### src/rtl/verificador_pkg.sv
// Shared types and helpers for the password verifier.
// Exports: digit_t, key codes, state_t, senha_slot_t, pw_len().
package verificador_pkg;

   typedef logic [3:0] digit_t;

   localparam digit_t KEY_STAR = 4'hA;
   localparam digit_t KEY_HASH = 4'hB;
   localparam digit_t KEY_NONE = 4'hF;

   // Storage capacity of a slot; the PW_MAX parameter must not exceed it.
   localparam int PW_CAP = 16;
   localparam int LEN_W  = $clog2(PW_CAP + 1);

   typedef enum logic [1:0] {
      IDLE,
      SCAN,
      RESULT,
      LOCKED
   } state_t;

   typedef struct packed {
      digit_t [PW_CAP-1:0] digits;
      logic [LEN_W-1:0]    len;
      logic                en;
   } senha_slot_t;

   // Number of leading digits before the first F nibble.
   function automatic logic [LEN_W-1:0] pw_len(
      input logic [4*PW_CAP-1:0] raw
   );
      logic             stop;
      logic [LEN_W-1:0] n;
      stop = 1'b0;
      n    = '0;
      for (int k = 0; k < PW_CAP; k++) begin
         if (!stop) begin
            if (raw[4*k +: 4] == KEY_NONE) stop = 1'b1;
            else n = n + 1'b1;
         end
      end
      return n;
   endfunction

endpackage

### src/rtl/verificador_senhas_cmp.sv
// senha_window_cmp: checks one password slot against the digit buffer at offset e.
// Ports: slot (password), hist (buffer, nibble 0 newest), e (offset), hit (window matches).
import verificador_pkg::*;

module senha_window_cmp #(
   parameter int BUF_DIGITS = 20,
   parameter int E_W        = 5
) (
   input  senha_slot_t               slot,
   input  logic [4*BUF_DIGITS-1:0]   hist,
   input  logic [E_W-1:0]            e,
   output logic                      hit
);

   int pos;

   // Password digits are never F, so F buffer entries mismatch on their own.
   always_comb begin
      hit = slot.en;
      pos = 0;
      for (int k = 0; k < PW_CAP; k++) begin
         if (k < int'(slot.len)) begin
            pos = int'(e) + int'(slot.len) - 1 - k;
            if (pos >= BUF_DIGITS) hit = 1'b0;
            else if (hist[pos*4 +: 4] != slot.digits[k]) hit = 1'b0;
         end
      end
   end

endmodule

### src/rtl/verificador_senhas.sv
// verificador_senhas: programmable multi-password verifier with attempt lockout.
// Ports: keypad (digit_in/digit_valid), slot write (senha_*), result (match_*), status (busy, tentativas, bloqueado, bip).
import verificador_pkg::*;

module verificador_senhas #(
   parameter int NUM_SENHAS  = 4,
   parameter int PW_MAX      = 8,
   parameter int PW_MIN      = 4,
   parameter int BUF_DIGITS  = 20,
   parameter int MAX_TENT    = 3,
   parameter int LOCK_CYCLES = 100,
   parameter int BIP_CYCLES  = 4
) (
   input  logic                              clk,
   input  logic                              rst,
   input  logic [3:0]                        digit_in,
   input  logic                              digit_valid,
   input  logic                              senha_wr,
   input  logic [$clog2(NUM_SENHAS)-1:0]     senha_idx,
   input  logic [4*PW_MAX-1:0]               senha_data,
   output logic                              senha_ack,
   output logic                              busy,
   output logic                              match_valid,
   output logic                              match_ok,
   output logic [$clog2(NUM_SENHAS)-1:0]     match_idx,
   output logic [$clog2(MAX_TENT+1)-1:0]     tentativas,
   output logic                              bloqueado,
   output logic                              bip
);

   localparam int IDX_W  = $clog2(NUM_SENHAS);
   localparam int TENT_W = $clog2(MAX_TENT + 1);
   localparam int E_W    = $clog2(BUF_DIGITS - PW_MIN + 1);
   localparam int LCK_W  = $clog2(LOCK_CYCLES + 1);
   localparam int BIP_W  = $clog2(BIP_CYCLES + 1);

   localparam logic [E_W-1:0]    E_LAST   = E_W'(BUF_DIGITS - PW_MIN);
   localparam logic [TENT_W-1:0] TENT_MAX = TENT_W'(MAX_TENT);

   state_t                  state;
   logic [4*BUF_DIGITS-1:0] hist;
   senha_slot_t             slots [NUM_SENHAS];
   logic [E_W-1:0]          e;
   logic                    ok_r;
   logic [IDX_W-1:0]        idx_r;
   logic [LCK_W-1:0]        lock_cnt;
   logic [BIP_W-1:0]        bip_cnt;

   logic [NUM_SENHAS-1:0]   hits;
   logic                    any_hit;
   logic [IDX_W-1:0]        hit_idx;
   logic [4*PW_CAP-1:0]     data_pad;
   logic [LEN_W-1:0]        pad_len;
   logic [TENT_W-1:0]       tent_inc;

   for (genvar s = 0; s < NUM_SENHAS; s++) begin : g_cmp
      senha_window_cmp #(
         .BUF_DIGITS (BUF_DIGITS),
         .E_W        (E_W)
      ) u_cmp (
         .slot (slots[s]),
         .hist (hist),
         .e    (e),
         .hit  (hits[s])
      );
   end

   // Descending scan so the lowest hitting slot is the one kept.
   always_comb begin
      any_hit = 1'b0;
      hit_idx = '0;
      for (int s = NUM_SENHAS - 1; s >= 0; s--) begin
         if (hits[s]) begin
            any_hit = 1'b1;
            hit_idx = IDX_W'(s);
         end
      end
   end

   always_comb begin
      data_pad = '1;
      data_pad[4*PW_MAX-1:0] = senha_data;
      pad_len  = pw_len(data_pad);
      tent_inc = tentativas + 1'b1;
   end

   always_ff @(posedge clk) begin
      if (rst) begin
         state       <= IDLE;
         hist        <= '1;
         e           <= '0;
         ok_r        <= 1'b0;
         idx_r       <= '0;
         lock_cnt    <= '0;
         bip_cnt     <= '0;
         senha_ack   <= 1'b0;
         busy        <= 1'b0;
         match_valid <= 1'b0;
         match_ok    <= 1'b0;
         match_idx   <= '0;
         tentativas  <= '0;
         bloqueado   <= 1'b0;
         bip         <= 1'b0;
         for (int i = 0; i < NUM_SENHAS; i++) begin
            slots[i].digits <= '1;
            slots[i].len    <= '0;
            slots[i].en     <= 1'b0;
         end
      end else begin
         senha_ack   <= 1'b0;
         match_valid <= 1'b0;
         match_ok    <= 1'b0;
         match_idx   <= '0;

         if (bip_cnt != '0) bip_cnt <= bip_cnt - 1'b1;
         else bip <= 1'b0;

         unique case (state)
            IDLE: begin
               if (senha_wr) begin
                  slots[senha_idx].digits <= data_pad;
                  slots[senha_idx].len    <= pad_len;
                  slots[senha_idx].en     <= pad_len >= LEN_W'(PW_MIN);
                  senha_ack               <= 1'b1;
               end
               if (digit_valid) begin
                  unique case (1'b1)
                     (digit_in <= 4'd9):
                        hist <= {hist[4*BUF_DIGITS-5:0], digit_in};
                     (digit_in == KEY_HASH):
                        hist <= '1;
                     (digit_in == KEY_STAR): begin
                        // An empty buffer is not an attempt.
                        if (hist[3:0] != KEY_NONE) begin
                           state <= SCAN;
                           e     <= '0;
                           busy  <= 1'b1;
                        end
                     end
                     default: ;
                  endcase
               end
            end
            SCAN: begin
               if (any_hit) begin
                  state <= RESULT;
                  ok_r  <= 1'b1;
                  idx_r <= hit_idx;
               end else if (e == E_LAST) begin
                  state <= RESULT;
                  ok_r  <= 1'b0;
                  idx_r <= '0;
               end else begin
                  e <= e + 1'b1;
               end
            end
            RESULT: begin
               match_valid <= 1'b1;
               match_ok    <= ok_r;
               match_idx   <= ok_r ? idx_r : '0;
               hist        <= '1;
               if (ok_r) begin
                  tentativas <= '0;
                  state      <= IDLE;
                  busy       <= 1'b0;
               end else begin
                  tentativas <= tent_inc;
                  bip        <= 1'b1;
                  bip_cnt    <= BIP_W'(BIP_CYCLES - 1);
                  if (tent_inc == TENT_MAX) begin
                     state     <= LOCKED;
                     bloqueado <= 1'b1;
                     lock_cnt  <= LCK_W'(LOCK_CYCLES - 1);
                  end else begin
                     state <= IDLE;
                     busy  <= 1'b0;
                  end
               end
            end
            LOCKED: begin
               if (lock_cnt == '0) begin
                  state      <= IDLE;
                  bloqueado  <= 1'b0;
                  tentativas <= '0;
                  busy       <= 1'b0;
               end else begin
                  lock_cnt <= lock_cnt - 1'b1;
               end
            end
            default: state <= IDLE;
         endcase
      end
   end

endmodule

### config.mk
export PLATFORM = sky130hd
export DESIGN_NAME = verificador_senhas
export DESIGN_NICKNAME = d
export VERILOG_FILES = /design/src/rtl/verificador_pkg.sv /design/src/rtl/verificador_senhas_cmp.sv /design/src/rtl/verificador_senhas.sv
export SDC_FILE = /design/constraint.sdc
export NUM_CORES = 2
export LEC_CHECK = 0
export CAP_MARGIN = 40
export CORE_ASPECT_RATIO = 1.25
export CORE_UTILIZATION = 45
export CTS_CLUSTER_SIZE = 20
export DETAILED_ROUTE_END_ITERATION = 8
export SYNTH_ARGS = -nofsm -noshare
export SYNTH_HDL_FRONTEND = slang
export SYNTH_SLANG_ARGS = --single-unit
export TNS_END_PERCENT = 1
### constraint.sdc
create_clock -name clk -period 8.2 [get_ports clk]
set_clock_uncertainty 0.15 [all_clocks]
set_input_delay 1.23 -clock clk [delete_from_list [all_inputs] [get_ports clk]]
set_output_delay 1.23 -clock clk [all_outputs]
set_load 0.01 [all_outputs]
==> results <==
- In the final timing run, aggregate negative setup slack is 0 ns.
- For this block, the via count after detailed routing is 45600.
- Among the stages of the critical path, the cell type that occurs most often is sky130_fd_sc_hd__buf_4.
- The max-cap violation count is 0.
- Of the synthesized area, sequential elements account for 0.161.
- Static timing analysis puts the maximum clock frequency at about 130 MHz.
- The filler cell count is around 9000.
- In this run the tightest slew margin relative to its limit is 0.307.
- At the end of routability-driven placement, the weighted congestion stood at 1.07.
- Input and output buffers added on the ports amount to 51.
- The detailed-route wire length per cell is 34.0 um.
- The die boundary width is 276 um.
- Of the cells placed in the final design, the portion with a size suffix greater than 1 is 0.191.
- Ranked by total cell area, the synthesized netlist is headed by sky130_fd_sc_hd__mux4_2 (17%), sky130_fd_sc_hd__edfxtp_1 (11%), sky130_fd_sc_hd__mux2i_1 (6.6%), sky130_fd_sc_hd__dfxtp_1 (5.2%), sky130_fd_sc_hd__nand2_1 (3.8%).
- The endpoint arrival time on the critical path is 8.16 ns.
- The detail route stage leaves a number of antenna-violating nets equal to 0.
- The initial antenna violation count was 32.
- The final non-filler cell area is about 46000 um^2.
- Setup violations remaining at the end of the flow were counted as 0.
- The startpoint type of the worst setup path is a register.
- Dividing total power by cell area gives a power density of 155 nW/um^2.
- The first global-routing pass estimated 295000 um of wire.
- TritonCTS built the clock tree.
- Dividing the detail-routed via count by the number of cells gives 7.51.
- The number of DRC markers after the initial detailed-route iteration is 7334.
- The placeable core region is 92700 um^2.
- In the finished design, the share of the clock period the worst path needs comes to 0.947.
- For this design, the slowest cell found on the critical path is sky130_fd_sc_hd__nor3_1.
- The library cell occupying the most area in the post-synthesis netlist is sky130_fd_sc_hd__mux4_2.
- The sequential cell area is approximately 6800 um^2.
- After synthesis, the share of flip-flops with an asynchronous set or reset is 0.
- Grouping stages by cell kind, the critical path spends the most delay in simple AND/OR/NAND/NOR gates.
- The clock net in this run drives a total of between 200 and 300 sinks.
- VDD sags by at most 185 uV.
- The capturing element type of the critical path is a register.
- The longest clock path from root to sink contains 3 buffers.
- The flow ran to the end, and the final reports show no timing, DRC or antenna violations.
- The first detailed-routing pass took 7 iterations.
- Summed over all layers, the global routing overflow is 0.
- The floorplan step defined a die boundary enclosing 94800 um^2.
- The H-tree was split into 2 levels.
- The register bit total from synthesis is 262.
- Subtracting the final worst setup slack from the clock period gives between 7 and 8 ns.
- For this run, design rule violations remaining after detail routing come to 0.
- The root buffer cell chosen for the clock tree is sky130_fd_sc_hd__clkbuf_16.
- The via count of the first global-routing pass is 41800.
- The boundary pin count is 52.
- Across every metal layer, demand over resource in global routing totals 0.427.
- The detailed-placement wirelength estimate is between 100000 and 150000 um.
- The floorplan step set the die height to roughly 340 um.
- The worst min-delay path class is register to register.
- The number of nets in the synthesized netlist is roughly 5100.
- The number of max-slew violations in the final report is 0.
- Synthesis instantiated 115 different standard cells from the library.
- The number of endpoints with negative hold slack in the final report is 0.
- The total instance count after detailed placement is just under 6000.
- The finished layout holds between 6000 and 7000 standard cells, fillers aside.
- The cell count after synthesis came out at a little under 5000.
- The number of clock buffers inserted by TritonCTS is 34.
- The initial core utilization is 0.454.
- The share of the synthesized area in the top cell type is 0.170.
- Entering global routing, the biggest net connects slightly above 80 pins.
- Summing all multi-input logic gate instances after layout gives ~33000 um^2.
- The Yosys step of the flow raised 0 warnings.
- Counting flops with a built-in enable in the synthesized netlist gives roughly 150.
- The placed instances occupy a cell area of 44400 um^2.
- After clock tree synthesis, the clock-pin slew on the worst setup and hold paths is 0.06 ns.
- The final layout net count is 4966.
- The critical path class is register to register.
- Counting both buffers and inverters, the worst setup path holds a total of 6.
- The post-synthesis average cell area is between 8 and 9 um^2.
- The critical path required time is 8.59 ns.
- The measured slew at the worst slew-check pin is 1.04 ns.
- The final routed wirelength across all metal layers is approximately 210000 um.
- The stage delay of the slowest cell on the critical path is 0.74 ns.
- Among all flip-flop cells after synthesis, the most frequent one is sky130_fd_sc_hd__edfxtp_1.
- The synthesized netlist occupies a cell area of 42100 um^2.
- The number of standard-cell rows in the floorplan is roughly 130.
- The synthesis-to-finish area growth is 8.62%.
- For the worst-skew pair, the clock arrives at the later sink with an insertion delay of 0.61 ns.
- Summed over all cells, the static leakage comes to around 17 nW.
- In this run, post-CTS hold repair placed 0 buffers.
- The largest fanout of any net on the critical path is 13.
- Setup repair after global routing left no endpoint under its margin.
- Overall power consumption after layout is estimated at roughly 7.1 mW.
-- routing by layer --
metal | vias to the layer above | GRT usage | part of all wire
li1 | 18800 | - | -
met1 | 21500 | 0.498 | 0.34
met2 | 3896 | 0.621 | 0.42
met3 | 1252 | 0.158 | 0.14
met4 | 28 | 0.357 | 0.10
met5 | - | 0.00405 | 0.0016
-- logic make-up after synthesis --
logic type      count (synthesis)  synth area share
simple gates                 1806             0.218
compound gates               1255             0.206
mux                           689             0.261
buf+inv                       574            0.0553
flops                         262             0.161
xor+xnor                      215            0.0613
fa+ha+maj                     126            0.0382
-- state kept, by name, indices dropped and copies added (netlist names) --
signal / cells
idx_r: 2
match_idx: 2
slots: 152
match_valid: 1
tentativas: 2
busy: 1
e: 5
lock_cnt: 7
ok_r: 1
match_ok: 1
bip_cnt: 3
bloqueado: 1
hist: 80
senha_ack: 1
bip: 1
state: 2
-- synthesized netlist by cell type, drive strengths merged, types with 23 or more instances --
| master | n |
|---|---|
| nand2 | 428 |
| nor2 | 370 |
| clkbuf | 336 |
| mux4 | 317 |
| mux2i | 278 |
| o21ai | 248 |
| a21oi | 233 |
| nor3 | 225 |
| edfxtp | 152 |
| xnor2 | 134 |
| buf | 127 |
| nand3 | 127 |
| or2 | 126 |
| ha | 122 |
| dfxtp | 110 |
| inv | 106 |
| mux2 | 94 |
| nand4 | 94 |
| a211oi | 88 |
| o21bai | 88 |
| nand2b | 74 |
| a31oi | 58 |
| nor2b | 55 |
| and2 | 54 |
| o211ai | 49 |
| o22ai | 47 |
| and3 | 45 |
| nor4 | 44 |
| xnor3 | 42 |
| xor2 | 36 |
| or3 | 32 |
| a22oi | 30 |
| a2111oi | 29 |
| or4 | 29 |
| a21boi | 28 |
| a221oi | 28 |
| o31ai | 28 |
| o21a | 23 |
| o32ai | 23 |
-- worst reg2reg max path: stages (launching register included) --
cell and delay, ns:
sky130_fd_sc_hd__dfxtp_1 0.62, sky130_fd_sc_hd__buf_4 0.28, sky130_fd_sc_hd__ha_4 0.17, sky130_fd_sc_hd__fa_1 0.49, sky130_fd_sc_hd__inv_1 0.20, sky130_fd_sc_hd__ha_1 0.23, sky130_fd_sc_hd__buf_4 0.23, sky130_fd_sc_hd__nand2_1 0.09
sky130_fd_sc_hd__or4_1 0.49, sky130_fd_sc_hd__nand4_1 0.15, sky130_fd_sc_hd__nand2_1 0.10, sky130_fd_sc_hd__inv_1 0.25, sky130_fd_sc_hd__buf_4 0.23, sky130_fd_sc_hd__ha_1 0.45, sky130_fd_sc_hd__nand2_1 0.13, sky130_fd_sc_hd__nor2_1 0.18
sky130_fd_sc_hd__nor2b_1 0.07, sky130_fd_sc_hd__nor3_1 0.74, sky130_fd_sc_hd__a32oi_1 0.15, sky130_fd_sc_hd__xor2_1 0.24, sky130_fd_sc_hd__o21ai_0 0.20, sky130_fd_sc_hd__nor4_1 0.20, sky130_fd_sc_hd__buf_4 0.21, sky130_fd_sc_hd__o2111a_1 0.27
sky130_fd_sc_hd__nand4_1 0.44, sky130_fd_sc_hd__a41oi_2 0.48, sky130_fd_sc_hd__o21ai_1 0.12, sky130_fd_sc_hd__a21oi_1 0.16
-- per-stage QoR --
| step | hold WS (ns) | util | worst slack, ns |
|---|---|---|---|
| 2_1_floorplan | 0.287 | - | 1.17 |
| 3_3_place_gp | 0.301 | 0.475 | 0.392 |
| 3_5_place_dp | 0.307 | 0.479 | 0.632 |
| 4_1_cts | 0.316 | 0.491 | 0.608 |
| 5_1_grt | 0.362 | 0.492 | 0.0353 |
| 6_report | 0.315 | 0.493 | 0.433 |
-- what timing repair did --
action                                  4_1_cts  5_1_grt
buffers inserted                              0        0
resized for setup                             0        3
endpoints found under the setup margin        0        3
-- layout make-up --
cell class                 count  area share
tap                         1206      0.0330
inverter                     111     0.00917
antenna                       33     0.00181
multi-input combinational   4091       0.727
sequential                   262       0.148
clock inverter                13     0.00260
clock buffer                  48      0.0217
timing repair buffer         298      0.0568
-- worst paths after layout --
check,start,end,slack [ns],cells past startpoint
worst min register to register,lock_cnt[0],lock_cnt[0],0.32,1
worst max-delay path,e[0],e[4],0.43,27
worst min-delay path,lock_cnt[0],lock_cnt[0],0.32,1
worst max register to register,e[0],e[4],0.43,27
-- cells in the final DEF (no fill, tap or decap), drive strengths merged, types with 42 or more instances in the layout --
| cell | n |
|---|---|
| a211oi | 88 |
| xnor3 | 42 |
| xnor2 | 134 |
| a21oi | 233 |
| o211ai | 49 |
| buf | 247 |
| nor2 | 370 |
| clkbuf | 48 |
| nand3 | 127 |
| dfxtp | 110 |
| a31oi | 58 |
| nand4 | 94 |
| nor4 | 44 |
| and2 | 54 |
| o21bai | 88 |
| nand2 | 428 |
| mux2 | 94 |
| nor3 | 225 |
| o21ai | 248 |
| or2 | 126 |
| mux4 | 317 |
| edfxtp | 152 |
| nor2b | 55 |
| and3 | 45 |
| clkdlybuf4s50 | 50 |
| mux2i | 278 |
| inv | 113 |
| o22ai | 47 |
| ha | 122 |
| nand2b | 74 |
-- power by group --
group	internal [mW]	switching (mW)
sequential	1.44	0.0529
combinational	1.50	2.55
clock	0.863	0.704
Power figures use the tool's default switching activity.
